--- src/rtl/ball_pkg.sv ---
// Shared constants for the bouncing-ball block: screen geometry, respawn point,
// FSM encoding, colours and the per-axis motion helpers.
package ball_pkg;

  localparam int unsigned SCREEN_W  = 160;
  localparam int unsigned SCREEN_H  = 120;
  localparam int unsigned BALL_SIZE = 4;
  localparam int unsigned START_X   = 78;
  localparam int unsigned START_Y   = 100;

  localparam logic [2:0] ST_INIT      = 3'd0;
  localparam logic [2:0] ST_WAIT_TICK = 3'd1;
  localparam logic [2:0] ST_ERASE     = 3'd2;
  localparam logic [2:0] ST_UPDATE    = 3'd3;
  localparam logic [2:0] ST_DRAW      = 3'd4;

  localparam logic [2:0] COLOR_BLACK = 3'b000;
  localparam logic [2:0] COLOR_WHITE = 3'b111;

  // inc = 1 means moving towards larger coordinates (right / down)
  typedef struct packed {
    logic [9:0] pos;
    logic       inc;
  } axis_t;

  // One motion step on one axis: clamp at 0 or hi_lim and bounce.
  function automatic axis_t axis_step(input logic [9:0] pos, input logic inc,
                                      input logic [10:0] speed, input logic [10:0] hi_lim);
    axis_t       r;
    logic [10:0] p;
    logic [10:0] sum;
    p     = {1'b0, pos};
    sum   = 11'd0;
    r.pos = pos;
    r.inc = inc;
    if (inc) begin
      if (p + speed > hi_lim) begin
        r.pos = hi_lim[9:0];
        r.inc = 1'b0;
      end else begin
        sum   = p + speed;
        r.pos = sum[9:0];
      end
    end else begin
      if (p < speed) begin
        r.pos = 10'd0;
        r.inc = 1'b1;
      end else begin
        sum   = p - speed;
        r.pos = sum[9:0];
      end
    end
    return r;
  endfunction

  // True when a step towards larger coordinates would cross hi_lim.
  function automatic logic axis_over(input logic [9:0] pos, input logic inc,
                                     input logic [10:0] speed, input logic [10:0] hi_lim);
    return inc && (({1'b0, pos} + speed) > hi_lim);
  endfunction

endpackage

--- src/rtl/frame_tick_gen.sv ---
// Free-running frame divider: counts 0..FRAME_CYCLES-1 and emits a one-cycle
// tick in the cycle following the wrap.
module frame_tick_gen #(
  parameter int unsigned FRAME_CYCLES = 833333
) (
  input  logic clk,
  input  logic resetn,
  output logic tick
);

  localparam int unsigned CNT_W = (FRAME_CYCLES > 1) ? $clog2(FRAME_CYCLES) : 1;
  localparam logic [CNT_W-1:0] LAST = CNT_W'(FRAME_CYCLES - 1);

  logic [CNT_W-1:0] cnt_q, cnt_d;
  logic             tick_q, tick_d;

  // next count and wrap detection
  always_comb begin
    if (cnt_q == LAST) begin
      cnt_d  = '0;
      tick_d = 1'b1;
    end else begin
      cnt_d  = cnt_q + CNT_W'(1);
      tick_d = 1'b0;
    end
  end

  // divider state
  always_ff @(posedge clk) begin
    if (!resetn) begin
      cnt_q  <= '0;
      tick_q <= 1'b0;
    end else begin
      cnt_q  <= cnt_d;
      tick_q <= tick_d;
    end
  end

  assign tick = tick_q;

endmodule

--- src/rtl/ball_motion.sv ---
// Ball controller: once per accepted frame tick it erases the ball, applies
// collision and wall rules, and redraws it through a handshaked square drawer.
module ball_motion #(
  parameter int unsigned SCREEN_W     = ball_pkg::SCREEN_W,
  parameter int unsigned SCREEN_H     = ball_pkg::SCREEN_H,
  parameter int unsigned SIZE         = ball_pkg::BALL_SIZE,
  parameter int unsigned SPEED        = 1,
  parameter int unsigned FRAME_CYCLES = 833333,
  parameter int unsigned START_X      = ball_pkg::START_X,
  parameter int unsigned START_Y      = ball_pkg::START_Y
) (
  input  logic       clk,
  input  logic       resetn,
  input  logic       enable,
  input  logic       paddle_hit,
  input  logic       brick_hit_x,
  input  logic       brick_hit_y,
  input  logic       draw_done,
  output logic       draw_go,
  output logic [9:0] ball_x,
  output logic [9:0] ball_y,
  output logic [9:0] size,
  output logic [2:0] draw_color,
  output logic       ball_lost
);

  import ball_pkg::*;

  localparam logic [10:0] X_LIM   = 11'(SCREEN_W - SIZE);
  localparam logic [10:0] Y_LIM   = 11'(SCREEN_H - SIZE);
  localparam logic [10:0] SPEED_W = 11'(SPEED);
  localparam logic [9:0]  X0      = 10'(START_X);
  localparam logic [9:0]  Y0      = 10'(START_Y);

  logic [2:0] state_q, state_d;
  logic       init_go_q, init_go_d;
  logic       pending_q, pending_d;
  logic       hit_x_q, hit_x_d, hit_y_q, hit_y_d, pad_q, pad_d;
  logic       dx_q, dx_d, dy_q, dy_d;
  logic [9:0] x_q, x_d, y_q, y_d;
  logic       go_q, go_d, lost_q, lost_d;
  logic [2:0] color_q, color_d;

  logic  tick_s, consume_s, in_update_s;
  logic  dx_pre_s, dy_pre_s, over_y_s;
  axis_t ax_s, ay_s;

  frame_tick_gen #(.FRAME_CYCLES(FRAME_CYCLES)) u_tick (
    .clk    (clk),
    .resetn (resetn),
    .tick   (tick_s)
  );

  // collisions first (paddle beats brick on y), then walls on the result
  always_comb begin
    dx_pre_s = dx_q ^ (hit_x_q | brick_hit_x);
    dy_pre_s = (pad_q | paddle_hit) ? 1'b0 : (dy_q ^ (hit_y_q | brick_hit_y));
    ax_s     = axis_step(x_q, dx_pre_s, SPEED_W, X_LIM);
    ay_s     = axis_step(y_q, dy_pre_s, SPEED_W, Y_LIM);
    over_y_s = axis_over(y_q, dy_pre_s, SPEED_W, Y_LIM);
  end

  // pending tick and sticky collision flags
  always_comb begin
    consume_s   = (state_q == ST_WAIT_TICK) && pending_q;
    in_update_s = (state_q == ST_UPDATE);
    if (consume_s) begin
      pending_d = 1'b0;
    end else if (tick_s && enable) begin
      pending_d = 1'b1;
    end else begin
      pending_d = pending_q;
    end
    hit_x_d = in_update_s ? 1'b0 : (hit_x_q | brick_hit_x);
    hit_y_d = in_update_s ? 1'b0 : (hit_y_q | brick_hit_y);
    pad_d   = in_update_s ? 1'b0 : (pad_q | paddle_hit);
  end

  // frame sequencer; draw_go is raised on the edge that enters a drawing state
  always_comb begin
    state_d   = state_q;
    init_go_d = init_go_q;
    go_d      = 1'b0;
    lost_d    = 1'b0;
    color_d   = color_q;
    x_d       = x_q;
    y_d       = y_q;
    dx_d      = dx_q;
    dy_d      = dy_q;
    case (state_q)
      ST_INIT: begin
        if (!init_go_q) begin
          go_d      = 1'b1;
          init_go_d = 1'b1;
          color_d   = COLOR_WHITE;
        end else if (draw_done) begin
          state_d = ST_WAIT_TICK;
        end else begin
          state_d = ST_INIT;
        end
      end
      ST_WAIT_TICK: begin
        if (pending_q) begin
          state_d = ST_ERASE;
          go_d    = 1'b1;
          color_d = COLOR_BLACK;
        end else begin
          state_d = ST_WAIT_TICK;
        end
      end
      ST_ERASE: begin
        if (draw_done) begin
          state_d = ST_UPDATE;
        end else begin
          state_d = ST_ERASE;
        end
      end
      ST_UPDATE: begin
        state_d = ST_DRAW;
        go_d    = 1'b1;
        color_d = COLOR_WHITE;
        dx_d    = ax_s.inc;
        // falling off the bottom respawns the ball heading up
        if (over_y_s) begin
          x_d    = X0;
          y_d    = Y0;
          dy_d   = 1'b0;
          lost_d = 1'b1;
        end else begin
          x_d  = ax_s.pos;
          y_d  = ay_s.pos;
          dy_d = ay_s.inc;
        end
      end
      ST_DRAW: begin
        if (draw_done) begin
          state_d = ST_WAIT_TICK;
        end else begin
          state_d = ST_DRAW;
        end
      end
      default: begin
        state_d   = ST_INIT;
        init_go_d = 1'b0;
      end
    endcase
  end

  // state and output registers
  always_ff @(posedge clk) begin
    if (!resetn) begin
      state_q   <= ST_INIT;
      init_go_q <= 1'b0;
      pending_q <= 1'b0;
      hit_x_q   <= 1'b0;
      hit_y_q   <= 1'b0;
      pad_q     <= 1'b0;
      dx_q      <= 1'b1;
      dy_q      <= 1'b0;
      x_q       <= X0;
      y_q       <= Y0;
      go_q      <= 1'b0;
      lost_q    <= 1'b0;
      color_q   <= COLOR_BLACK;
    end else begin
      state_q   <= state_d;
      init_go_q <= init_go_d;
      pending_q <= pending_d;
      hit_x_q   <= hit_x_d;
      hit_y_q   <= hit_y_d;
      pad_q     <= pad_d;
      dx_q      <= dx_d;
      dy_q      <= dy_d;
      x_q       <= x_d;
      y_q       <= y_d;
      go_q      <= go_d;
      lost_q    <= lost_d;
      color_q   <= color_d;
    end
  end

  assign draw_go    = go_q;
  assign ball_x     = x_q;
  assign ball_y     = y_q;
  assign size       = 10'(SIZE);
  assign draw_color = color_q;
  assign ball_lost  = lost_q;

endmodule
--- config.mk ---
export PLATFORM = sky130hd
export DESIGN_NAME = ball_motion
export DESIGN_NICKNAME = d
export VERILOG_FILES = /design/src/rtl/ball_pkg.sv /design/src/rtl/frame_tick_gen.sv /design/src/rtl/ball_motion.sv
export SDC_FILE = /design/constraint.sdc
export NUM_CORES = 1
export LEC_CHECK = 0
export ABC_AREA = 1
export CAP_MARGIN = 20
export CORE_UTILIZATION = 51
export DETAILED_ROUTE_END_ITERATION = 12
export GPL_TIMING_DRIVEN = 1
export PLACE_DENSITY = 0.77
export SYNTH_ARGS = -nofsm -noshare
export SYNTH_HDL_FRONTEND = slang
export SYNTH_SLANG_ARGS = --single-unit
--- constraint.sdc ---
create_clock -name clk -period 1.7 [get_ports clk]
set_clock_uncertainty 0.1 [all_clocks]
set_input_delay 0.34 -clock clk [delete_from_list [all_inputs] [get_ports clk]]
set_output_delay 0.34 -clock clk [all_outputs]
set_load 0.01 [all_outputs]
==> results.py <==
metrics = {
    "run_status": {
        "status": "finished, violations left",
        "violations": "negative setup slack",
    },
    "critical_path": {
        "cp.arrival_ns": 1.90,
        "crit_fanout": 7,
        "path_cells": "ha_4 -> nand3_4 -> nor2_4 -> nand3_2 -> a21oi_2 -> nand3_4 -> nand2_4 -> nand2_8 -> o21ai_2 -> inv_1",
        "worst_path_most_repeated_cell": "nand3_4",
        "timing.rr.start": "ball_y[0]$_SDFFE_PN0P_",
        "crit_required_ns": 1.82,
        "start_kind": "flop",
        "crit_type": "flop to flop",
        "end_kind": "flop",
        "critPathMaxStageDelay_ns": 0.38,
        "crit_slowest_cell": "dfxtp_4",
        "critPathLaunch": "ball_y[0]$_SDFFE_PN0P_",
    },
    "routing": {
        "drcViolationCount": 0,
        "vias_per_cell": 5.34,
        "dr.pass1.iters": 5,
        "wirelength_mm": 9.72,
        "vias": 3759,
        "wire_per_inst_um": 13.8,
        "dr.first_iter.drc_count": 308,
        "final_antenna_net_count": 0,
    },
    "grt": {
        "grt_pass1_wl_mm": 15.3,
        "grt_pass1_vias": 3482,
        "grt_max_degree": 18,
        "grt_overflow": 0,
        "antenna_found_initial": 0,
        "grt_util_all_layers": 0.264,
    },
    "sta": {
        "final_max_slew_viol_count": 0,
        "timing.final.crit_share": 1.05,
        "fin_crit_ns": 1.78,
        "fin_ws_ns": -0.0802,
        "hold_viol": 0,
        "max_clock_freq_ghz": 0.562,
        "rsz0062_at_grt": "yes",
        "setup_viol": 21,
    },
    "worst_hold_path": {
        "hold_path.class": "flop to flop",
        "hp-start": "init_go_q$_SDFFE_PN0N_",
    },
    "final_layout": {
        "fill_cells": 454,
        "antennaDiodeCount": 0,
        "drive_above_1_share": 0.337,
        "area_growth_pct": 44.8,
        "post-route-cell-area_mm2": 0.00492,
        "layout_common_cells": "nand2_1, buf_4, nor2_1, inv_1, dfxtp_1",
        "seqCellArea_mm2": 0.00114,
        "multi_input_area_mm2": 0.00231,
        "final_common_cell": "nand2_1",
        "nNetsFinal": 641,
    },
    "power_and_ir_drop": {
        "power.leakage_nw": 2.19,
        "peakVddDrop_mv": 0.499,
        "total_power_mw": 2.27,
        "p_per_area_mw_per_mm2": 460,
    },
    "floorplan": {
        "start_util": 0.533,
        "die_w_um": 83.7,
        "dieArea_mm2": 0.00700,
        "core_mm2": 0.00639,
        "ios": 42,
        "fp.dieH_um": 83.7,
        "rows": 29,
    },
    "synth": {
        "ys_ff_latch": 54,
        "synthCells": 513,
        "synth_area_mm2": 0.00340,
        "synth_warnings": 0,
        "post_synth.cell_area_avg_um2": 6.63,
        "ys_types": 40,
        "ys_seq_area_frac": 0.318,
    },
    "place": {
        "place_area_mm2": 0.00426,
        "dp_slack_ns": -0.311,
        "hpwl_mm": 6.46,
        "gp_routability_congestion": 0.882,
        "port_buffers": 31,
    },
    "clock_tree": {
        "numCtsBuffers": 5,
        "clock_path_buffers": 2,
        "clk_pin_slew_ns": 0.11,
        "worstSkewPairLatency_ns": 0.32,
        "cts_tree": "yes",
        "cts_htree_levels": 2,
        "clock_sinks": 54,
        "ctsHoldBuffers": 0,
        "clock-root-buffer": "clkbuf_8",
    },
    "flow_run": {
        "cap_violations": 0,
    },
}
==> cell type report <==
type	count	share of cell area
clock inverters	3	0.00407
multi-input cells	377	0.468
flip-flops and latches	54	0.231
clock buffers	5	0.0140
well taps	77	0.0196
inverters	69	0.0546
repair buffers	119	0.208
==> synth_stat cells, drive strengths merged <==
library cell	number	area (µm²)
nand2	121	472
nor2	86	383
inv	68	255
dfxtp	54	1080
nand3	39	215
o21ai	26	138
a21oi	23	130
buf	20	136
xor2	20	183
nand4	15	93.8
ha	8	100
nor3	8	45.0
nor4	4	25.0
o22ai	4	25.0
xnor2	3	26.3
conb	2	7.51
nor3b	2	15.0
o21a	2	15.0
o21bai	2	18.8
a211oi	1	7.51
and3	1	6.26
clkbuf	1	5.00
clkinv	1	3.75
o32ai	1	8.76
or2	1	6.26
==> sequential cells by signal, indices dropped and copies added (netlist names), 3 cells and up <==
register and flops:
ball_y 10, state_q 3, ball_x 10, u_tick.cnt_q 20
==> path summary, 6_finish.rpt <==
path,end,slack (ns),cells after the start
max,ball_y[5]$_SDFFE_PN1P_,-0.08,10
min,init_go_q$_SDFFE_PN0N_,0.39,2
min reg2reg,init_go_q$_SDFFE_PN0N_,0.39,2
max reg2reg,ball_y[5]$_SDFFE_PN1P_,-0.08,10
==> power breakdown <==
part	total, mW	internal [mW]	switching, mW
logic	0.229	0.102	0.127
registers	1.28	1.27	0.0149
clock network	0.756	0.293	0.463
==> through the flow <==
step                cells  hold WS [ns]  utilization  setup TNS [ns]
finish                704         0.385        0.771          -0.631
global placement      679         0.357        0.666           -3.89
detailed placement    679         0.362        0.666           -5.67
global route          704         0.393        0.771           -2.85
floorplan             521         0.336            -               0
CTS                   693         0.380        0.723          -0.565
==> routing by layer <==
metal,track usage,wire [µm]
met5,0,0
met4,0.0894,361
met3,0.0326,501
met2,0.472,4830
met1,0.327,4030
==> logic make-up after synthesis <==
| kind of cell | Yosys count | synth area share |
|---|---|---|
| XOR/XNOR | 23 | 0.0614 |
| other | 2 | 0.00221 |
| AO/OA/AOI/OAI | 59 | 0.101 |
| buffers and inverters | 90 | 0.118 |
| AND/OR/NAND/NOR | 277 | 0.371 |
| flip-flops | 54 | 0.318 |
| adder cells (fa/ha/maj) | 8 | 0.0294 |
==> timing repair <==
action,4_1_cts,5_1_grt
buffers inserted,6,11
endpoints found under the setup margin,44,49
gates resized for setup,87,65
pin swaps,22,30
==> critical path, delay by kind of cell (launching register included) <==
kind / cells / cell delay (ns)
DFF: 1 / 0.38
buffers and inverters: 1 / 0.05
and+or+nand+nor: 6 / 0.69
AOI/OAI and AO/OA: 2 / 0.30
adders and majority gates: 1 / 0.15
Power figures use the tool's default switching activity.
